<file path="config.mk">
export PLATFORM = sky130hd
export DESIGN_NAME = invsqrt_scheduler
export DESIGN_NICKNAME = d
export VERILOG_FILES = /design/src/rtl/invsqrt_pkg.sv /design/src/rtl/invsqrt_rsp_fifo.sv /design/src/rtl/invsqrt_scheduler.sv
export SDC_FILE = /design/constraint.sdc
export NUM_CORES = 1
export LEC_CHECK = 0
export BUFFER_PORTS_ARGS = -buffer_cell sky130_fd_sc_hd__buf_4
export CAP_MARGIN = 25
export CORE_MARGIN = 8
export CORE_UTILIZATION = 40
export CTS_CLUSTER_SIZE = 14
export DETAILED_ROUTE_END_ITERATION = 8
export HOLD_SLACK_MARGIN = 0.12
export PLACE_DENSITY = 0.65
export SLEW_MARGIN = 20
export SYNTH_ARGS = -nofsm -noshare
export SYNTH_HDL_FRONTEND = slang
export SYNTH_SLANG_ARGS = --single-unit
</file>
<file path="constraint.sdc">
create_clock -name clk -period 10.9 [get_ports clk]
set_input_delay 2.18 -clock clk [delete_from_list [all_inputs] [get_ports clk]]
set_output_delay 2.18 -clock clk [all_outputs]
set_load 0.01 [all_outputs]
</file>
<file path="src/rtl/invsqrt_pkg.sv">
// Shared constants, tag type and helpers for the inverse-square-root scheduler.
// INVSQRT_SCHED_GUARD_EN adds an operand-invalid flag to the tag.
package invsqrt_pkg;

    localparam int                 FLOAT_W  = 32;
    localparam logic [FLOAT_W-1:0] QNAN     = 32'h7fc00000;
    localparam int                 TAG_ID_W = 4;

    typedef struct packed {
`ifdef INVSQRT_SCHED_GUARD_EN
        logic                bad;
`endif
        logic                valid;
        logic [TAG_ID_W-1:0] id;
    } tag_t;

`ifdef INVSQRT_SCHED_GUARD_EN
    // Negative operands and zero/denormal exponents have no meaningful 1/sqrt.
    function automatic logic is_bad_operand(input logic [FLOAT_W-1:0] x);
        return x[FLOAT_W-1] | (x[30:23] == 8'h00);
    endfunction
`endif

endpackage

</file>
<file path="src/rtl/invsqrt_rsp_fifo.sv">
// Response buffer: circular FIFO of {id, result}; head is shown combinationally
// and forced to zero when empty so reset leaves the outputs at zero.
module invsqrt_rsp_fifo
    import invsqrt_pkg::*;
#(
    parameter int DEPTH = 8,
    parameter int ID_W  = 2
) (
    input  logic                     clk,
    input  logic                     rst,
    input  logic                     push,
    input  logic [ID_W-1:0]          push_id,
    input  logic [FLOAT_W-1:0]       push_data,
    input  logic                     pop_ready,
    output logic                     out_valid,
    output logic [ID_W-1:0]          out_id,
    output logic [FLOAT_W-1:0]       out_data,
    output logic [$clog2(DEPTH):0]   count
);

    localparam int PTR_W = (DEPTH > 1) ? $clog2(DEPTH) : 1;
    localparam int CNT_W = $clog2(DEPTH) + 1;

    logic [ID_W+FLOAT_W-1:0] mem [DEPTH];
    logic [PTR_W-1:0]        wr_ptr_q, wr_ptr_d;
    logic [PTR_W-1:0]        rd_ptr_q, rd_ptr_d;
    logic [CNT_W-1:0]        count_q, count_d;
    logic                    pop;

    assign out_valid = (count_q != '0);
    assign pop       = out_valid & pop_ready;
    assign count     = count_q;
    assign {out_id, out_data} = out_valid ? mem[rd_ptr_q] : '0;

    always_comb begin
        wr_ptr_d = wr_ptr_q;
        rd_ptr_d = rd_ptr_q;
        if (push) begin
            wr_ptr_d = (wr_ptr_q == PTR_W'(DEPTH - 1)) ? '0 : wr_ptr_q + 1'b1;
        end
        if (pop) begin
            rd_ptr_d = (rd_ptr_q == PTR_W'(DEPTH - 1)) ? '0 : rd_ptr_q + 1'b1;
        end
        count_d = count_q + CNT_W'(push) - CNT_W'(pop);
    end

    always_ff @(posedge clk or negedge rst) begin
        if (!rst) begin
            wr_ptr_q <= '0;
            rd_ptr_q <= '0;
            count_q  <= '0;
        end else begin
            wr_ptr_q <= wr_ptr_d;
            rd_ptr_q <= rd_ptr_d;
            count_q  <= count_d;
        end
    end

    // Storage carries no reset; the pointers alone decide what is visible.
    always_ff @(posedge clk) begin
        if (push) begin
            mem[wr_ptr_q] <= {push_id, push_data};
        end
    end

endmodule

</file>
<file path="src/rtl/invsqrt_scheduler.sv">
// Round-robin front end sharing one pipelined InvertSQRoot datapath among NUM_REQ
// requesters. Define INVSQRT_SCHED_GUARD_EN to return QNAN for invalid operands.
module invsqrt_scheduler
    import invsqrt_pkg::*;
#(
    parameter  int NUM_REQ   = 4,
    parameter  int DP_LAT    = 4,
    parameter  int RSP_DEPTH = 8,
    localparam int ID_W      = (NUM_REQ > 1) ? $clog2(NUM_REQ) : 1
) (
    input  logic                       clk,
    input  logic                       rst,
    input  logic [NUM_REQ-1:0]         req_valid,
    input  logic [FLOAT_W*NUM_REQ-1:0] req_data,
    output logic [NUM_REQ-1:0]         req_ready,
    output logic [FLOAT_W-1:0]         dp_data_in,
    input  logic [FLOAT_W-1:0]         dp_data_out,
    output logic                       rsp_valid,
    input  logic                       rsp_ready,
    output logic [ID_W-1:0]            rsp_id,
    output logic [FLOAT_W-1:0]         rsp_data,
    output logic                       busy
);

    localparam int FC_W  = $clog2(RSP_DEPTH) + 1;
    localparam int CNT_W = FC_W + 1;

    logic [ID_W-1:0]    rr_ptr_q, rr_ptr_d;
    logic [FLOAT_W-1:0] dp_data_q, dp_data_d;
    tag_t               tag_q [DP_LAT];
    tag_t               tag_d [DP_LAT];
    tag_t               new_tag, out_tag;
    logic [DP_LAT-1:0]  tag_valid;
    logic [FC_W-1:0]    fifo_count;
    logic [CNT_W-1:0]   in_flight;
    logic               credit_ok, grant_found, accept;
    logic [ID_W-1:0]    grant_idx;
    logic [ID_W:0]      scan_idx;
    logic [NUM_REQ-1:0] grant_oh;
    logic [FLOAT_W-1:0] grant_data;
    logic [FLOAT_W-1:0] push_data;
    logic               unused_tag_id;

    assign in_flight = CNT_W'($countones(tag_valid));
    // A response popped this cycle is not yet counted as free space.
    assign credit_ok = (in_flight + CNT_W'(fifo_count)) < CNT_W'(RSP_DEPTH);

    always_comb begin
        grant_found = 1'b0;
        grant_idx   = '0;
        scan_idx    = '0;
        grant_oh    = '0;
        for (int k = 0; k < NUM_REQ; k++) begin
            scan_idx = {1'b0, rr_ptr_q} + (ID_W+1)'(k);
            if (scan_idx >= (ID_W+1)'(NUM_REQ)) begin
                scan_idx = scan_idx - (ID_W+1)'(NUM_REQ);
            end
            if (!grant_found && req_valid[scan_idx[ID_W-1:0]]) begin
                grant_found = 1'b1;
                grant_idx   = scan_idx[ID_W-1:0];
            end
        end
        if (grant_found && credit_ok && rst) begin
            grant_oh[grant_idx] = 1'b1;
        end
    end

    assign req_ready  = grant_oh;
    assign accept     = |grant_oh;
    assign grant_data = req_data[grant_idx*FLOAT_W +: FLOAT_W];

    always_comb begin
        rr_ptr_d  = rr_ptr_q;
        dp_data_d = dp_data_q;
        new_tag   = '0;
        if (accept) begin
            rr_ptr_d  = (grant_idx == ID_W'(NUM_REQ - 1)) ? '0 : grant_idx + 1'b1;
            dp_data_d = grant_data;
        end
        new_tag.valid = accept;
        new_tag.id    = TAG_ID_W'(grant_idx);
`ifdef INVSQRT_SCHED_GUARD_EN
        new_tag.bad   = accept & is_bad_operand(grant_data);
`endif
    end

    assign tag_d[0] = new_tag;
    for (genvar gi = 1; gi < DP_LAT; gi++) begin : g_tag_shift
        assign tag_d[gi] = tag_q[gi-1];
    end
    for (genvar gi = 0; gi < DP_LAT; gi++) begin : g_tag_valid
        assign tag_valid[gi] = tag_q[gi].valid;
    end

    always_ff @(posedge clk or negedge rst) begin
        if (!rst) begin
            rr_ptr_q  <= '0;
            dp_data_q <= '0;
            for (int s = 0; s < DP_LAT; s++) begin
                tag_q[s] <= '0;
            end
        end else begin
            rr_ptr_q  <= rr_ptr_d;
            dp_data_q <= dp_data_d;
            for (int s = 0; s < DP_LAT; s++) begin
                tag_q[s] <= tag_d[s];
            end
        end
    end

    assign dp_data_in = dp_data_q;
    // The last tag stage lines up with the datapath result of the same operand.
    assign out_tag       = tag_q[DP_LAT-1];
    assign unused_tag_id = ^out_tag.id;

`ifdef INVSQRT_SCHED_GUARD_EN
    assign push_data = out_tag.bad ? QNAN : dp_data_out;
`else
    assign push_data = dp_data_out;
`endif

    invsqrt_rsp_fifo #(
        .DEPTH (RSP_DEPTH),
        .ID_W  (ID_W)
    ) u_rsp_fifo (
        .clk       (clk),
        .rst       (rst),
        .push      (out_tag.valid),
        .push_id   (out_tag.id[ID_W-1:0]),
        .push_data (push_data),
        .pop_ready (rsp_ready),
        .out_valid (rsp_valid),
        .out_id    (rsp_id),
        .out_data  (rsp_data),
        .count     (fifo_count)
    );

    assign busy = (|tag_valid) | (fifo_count != '0);

endmodule

</file>
==> reports/summary.log <==
[outcome] result of the run complete, no violations
[critical_path] worst r2r dst rr_ptr_q[1]
[pwr] sequential power share 0.387
[clock_tree] CTS tree done
[placement] number of input and output port buffers inserted 238
[timing] Max Clock Freq 0.1562 GHz
[yosys] flip-flop cell with the highest count after synthesis sky130_fd_sc_hd__edfxtp_1
[yosys] cell accounting for the most synthesized area sky130_fd_sc_hd__edfxtp_1
[pwr] clock power share 0.250
[yosys] Synth Area in Simple Gates 0.03241
[critical_path] logic depth of the worst register-to-register path 11
[floorplanning] core box area 0.03420 mm²
[critical_path] crit path launch type primary input
[timing] clock skew 0.01402 ns
[yosys] top cell type's share of synthesized area 0.5927
[run] max-capacitance violation count 0
[critical_path] CP endpoint kind output port
[yosys] total of flip-flops plus latches after synthesis 328
[critical_path] Crit-path slowest cell sky130_fd_sc_hd__buf_4
[timing] worst-margin pin slew 1.040 ns
[floorplanning] starting density of the core 0.4029
[critical_path] Worst Setup Path Type primary input to output port
[drt] routed length per placed instance 20.76 µm
[critical_path] last element of the critical path req_ready[3]
[yosys] top post-synthesis cells by area sky130_fd_sc_hd__edfxtp_1 (59%), sky130_fd_sc_hd__mux4_2 (11%), sky130_fd_sc_hd__dfrtp_1 (10%), sky130_fd_sc_hd__mux2i_1 (7.1%), sky130_fd_sc_hd__mux2_2 (2.9%)
[timing] number of pins with negative max-slew slack in the final report 0
[global_route] global-route met2 utilization 0.2517
[drt] via count 7435
[drt] antenna violation net count after detailed routing 0
[layout] number of antenna repair diodes 0
[yosys] total of warnings raised by yosys 0
[timing] hold violation count in the final report 0
[placement] detailed placement HPWL 19450 µm
[drt] starting DRC count in detailed routing 285
[timing] summed negative setup slack over all endpoints 0 ns
[yosys] distinct cell type count after synthesis 37
[critical_path] instance count on the critical path 9
[pwr] internal power 3.026 mW
[yosys] fraction of the yosys area taken by sequential cells 0.6944
[timing] clock period minus final worst setup slack 6.401 ns
[pwr] Power Dens Cells 256.5 mW/mm²
[floorplanning] total I/O pin count 239
[yosys] Post-Synthesis Cell Area 0.01378 mm²
[clock_tree] Post-CTS Setup Repair Bufs 0
[placement] final estimated routing congestion in global placement 0.7515
[clock_tree] Bufs on Longest Clock Path 3
[floorplanning] die boundary height 201.6 µm
[yosys] number of synthesized flops with an enable pin 272
[critical_path] launch point of the worst path req_valid[3]
[critical_path] ordered cell list for the critical path buf_4, and2b_1, nand3_1, nand4_1, buf_4, inv_1, ha_1, and2_1, buf_4
[global_route] largest net degree at the start of global routing 71
[clock_tree] clock slew at the register clock pins of the worst setup and hold paths 0.05 ns
[critical_path] Critical path buffers and inverters 4
[clock_tree] clock sink count 328
[critical_path] register-to-register setup slack 7.37 ns
[timing] number of failing setup endpoints in the final timing report 0
[floorplanning] Row Count 68
[pwr] peak ir drop on the vdd network 162.3 µV
[drt] Final Routed Wirelength 30920 µm
[global_route] initial antenna violation count 1
[yosys] Post-Synthesis Mean Instance Area 18.11 µm²
[timing] Relative slew margins 0.3064
[critical_path] CP Max Fanout 67
[clock_tree] number of clock buffers inserted by TritonCTS 35
[timing] final worst path period share 0.5873
[critical_path] crit-path leading delay family buffers and inverters
[clock_tree] Post-CTS Resized 0
[global_route] via count of the first global-routing pass 8304
[layout] Area Overhead vs Synth 24.61%
[layout] count of nets after finishing 1196
[pwr] switching power 1.380 mW
[clock_tree] clock root buffer sky130_fd_sc_hd__clkbuf_16
[pwr] sw frac 0.3132
[drt] detailed-router iteration count before antenna repair 4
[global_route] aggregate global-route resource usage 0.1498
[yosys] post-synth net total 947
[pwr] combinational fraction of design power 0.363
[global_route] met3 track utilization from global routing 0.04503
[global_route] remaining global-route overflow 0
[critical_path] arrival time at the worst endpoint 4.22 ns
[critical_path] Worst EP required 8.72 ns
[clock_tree] number of H-tree levels 2
[drt] detailed-route DRC error count 0
[yosys] cell count after synthesis 761
[drt] mean number of vias per cell 4.993
[min_path] worst hold path type flip-flop to flip-flop
[critical_path] Reg-to-Reg Start rr_ptr_q[0]
[pwr] Final Power 4.405 mW
[critical_path] cell type with the highest occurrence count on the critical path sky130_fd_sc_hd__buf_4
[yosys] Compound-Gate Fraction of Synth Area 0.01961
[timing] unrepaired setup endpoints after global routing no
[layout] fraction of final layout cells sized beyond drive strength 1 0.4043
[clock_tree] number of buffers added to fix hold violations after cts 0
[critical_path] largest stage delay on the critical path 0.78 ns
[layout] number of fill cells in the layout 2882
[global_route] wire length of the first global-routing pass 47870 µm
[global_route] busiest grt layer met2
[yosys] post-synthesis async set-or-reset flop share 0.1707
[pwr] cell leakage power 6.674 nW
[yosys] combinational family with the most area after synthesis multiplexers
[clock_tree] clock network latency to the later pin of the worst-skew pair 0.51 ns
[yosys] share of the synthesized netlist area taken by xor and xnor gates 0.001271
[yosys] fraction of synthesized area in multiplexers 0.2125
[floorplanning] width of the chip 201.6 µm
[floorplanning] Die ar. 0.04065 mm²
[global_route] met1 track demand over resource 0.1914
[yosys] adder-cell share of the synthesized area 0.01834
## worst min-delay path by stage
stage	startpoint	end	slack, ns	depth (start not counted)
global route	tag_d[5]	tag_d[0]	0.35	0
detailed placement	tag_d[10]	tag_d[5]	0.34	0
finish	tag_d[5]	tag_d[0]	0.35	0
floorplan	tag_d[0]	out_tag[0]	0.33	0
global placement	tag_d[10]	tag_d[5]	0.33	0
CTS	tag_d[5]	tag_d[0]	0.35	0
## layer usage
layer  vias up  share of wire
met5         -        0.00042
met4         2          0.011
met3        32          0.074
met2       259           0.49
met1      3691           0.42
li1       3451              -
## cells by family after synthesis
family	count (synthesis)
buffers and inverters	58
muxes	203
xor gates and xnor gates	2
DFF	328
AOI/OAI and AO/OA	46
adders and majority gates	19
and+or+nand+nor	105
## cell usage after synthesis (2+ instances only)
library cell,number
sky130_fd_sc_hd__buf_2,14
sky130_fd_sc_hd__a21oi_1,3
sky130_fd_sc_hd__o21ai_1,33
sky130_fd_sc_hd__a21o_1,4
sky130_fd_sc_hd__buf_1,2
sky130_fd_sc_hd__o21ai_0,2
sky130_fd_sc_hd__edfxtp_1,272
sky130_fd_sc_hd__dfrtp_1,56
sky130_fd_sc_hd__mux4_2,68
sky130_fd_sc_hd__nor3_1,3
sky130_fd_sc_hd__mux2i_1,98
sky130_fd_sc_hd__nand2b_1,2
sky130_fd_sc_hd__ha_1,17
sky130_fd_sc_hd__mux2_2,36
sky130_fd_sc_hd__nand2_1,39
sky130_fd_sc_hd__fa_1,2
sky130_fd_sc_hd__and2_1,4
sky130_fd_sc_hd__inv_1,17
sky130_fd_sc_hd__nand3_1,2
sky130_fd_sc_hd__buf_6,8
sky130_fd_sc_hd__clkbuf_1,17
sky130_fd_sc_hd__nor2_1,47
## metrics by stage
step	setup slack, ns	cell area [µm²]	utilization	hold WS (ns)	cells
floorplan	5.376	13780	-	0.3312	761
global placement	4.532	16080	0.4701	0.3324	1427
detailed placement	4.491	16080	0.4701	0.3378	1427
CTS	4.478	17150	0.5015	0.3506	1488
global route	4.340	17170	0.5021	0.3533	1489
finish	4.499	17170	0.5021	0.3480	1489
## flip-flops by register name, indices dropped and copies added (netlist names)
| signal | flops |
|---|---|
| tag_d | 9 |
| u_rsp_fifo.mem | 272 |
| dp_data_in | 32 |
| rr_ptr_q | 2 |
| u_rsp_fifo.count | 4 |
| u_rsp_fifo.wr_ptr_q | 3 |
| u_rsp_fifo.rd_ptr_q | 3 |
| out_tag | 3 |
## cell type report
type / count / area (µm²) / area share
flip-flops and latches: 328 / 9575 / 0.5576
repair buffers: 253 / 1912 / 0.1113
clock buffers: 52 / 991.0 / 0.05770
inverters: 17 / 63.81 / 0.003716
well taps: 455 / 569.3 / 0.03315
clock inverters: 9 / 81.33 / 0.004736
multi-input cells: 375 / 3980 / 0.2318
## power by group through the flow
stage	Combinational [mW]	Clock (mW)	Sequential, mW
2_1_floorplan	1.05	0	1.69
3_3_place_gp	1.62	0	1.73
3_5_place_dp	1.64	0	1.73
4_1_cts	1.64	1.13	1.71
5_1_grt	1.76	1.18	1.73
6_report	1.60	1.10	1.71
## layout by cell type (no fill, tap or decap), types with 2 or more instances in the layout
master,Yosys,final
sky130_fd_sc_hd__a21o_1,4,4
sky130_fd_sc_hd__a21oi_1,3,3
sky130_fd_sc_hd__and2_1,4,4
sky130_fd_sc_hd__buf_4,0,252
sky130_fd_sc_hd__clkbuf_1,17,13
sky130_fd_sc_hd__clkbuf_16,0,36
sky130_fd_sc_hd__clkbuf_8,0,3
sky130_fd_sc_hd__clkinv_1,0,3
sky130_fd_sc_hd__clkinv_2,0,3
sky130_fd_sc_hd__dfrtp_1,56,53
sky130_fd_sc_hd__dfrtp_2,0,2
sky130_fd_sc_hd__edfxtp_1,272,272
sky130_fd_sc_hd__fa_1,2,2
sky130_fd_sc_hd__ha_1,17,17
sky130_fd_sc_hd__inv_1,17,17
sky130_fd_sc_hd__mux2_2,36,36
sky130_fd_sc_hd__mux2i_1,98,98
sky130_fd_sc_hd__mux4_2,68,68
sky130_fd_sc_hd__nand2_1,39,39
sky130_fd_sc_hd__nand2b_1,2,2
sky130_fd_sc_hd__nand3_1,2,2
sky130_fd_sc_hd__nor2_1,47,41
sky130_fd_sc_hd__nor2_4,0,6
sky130_fd_sc_hd__nor3_2,0,2
sky130_fd_sc_hd__o21ai_0,2,2
sky130_fd_sc_hd__o21ai_1,33,33
(Power assumes the default switching activity.)
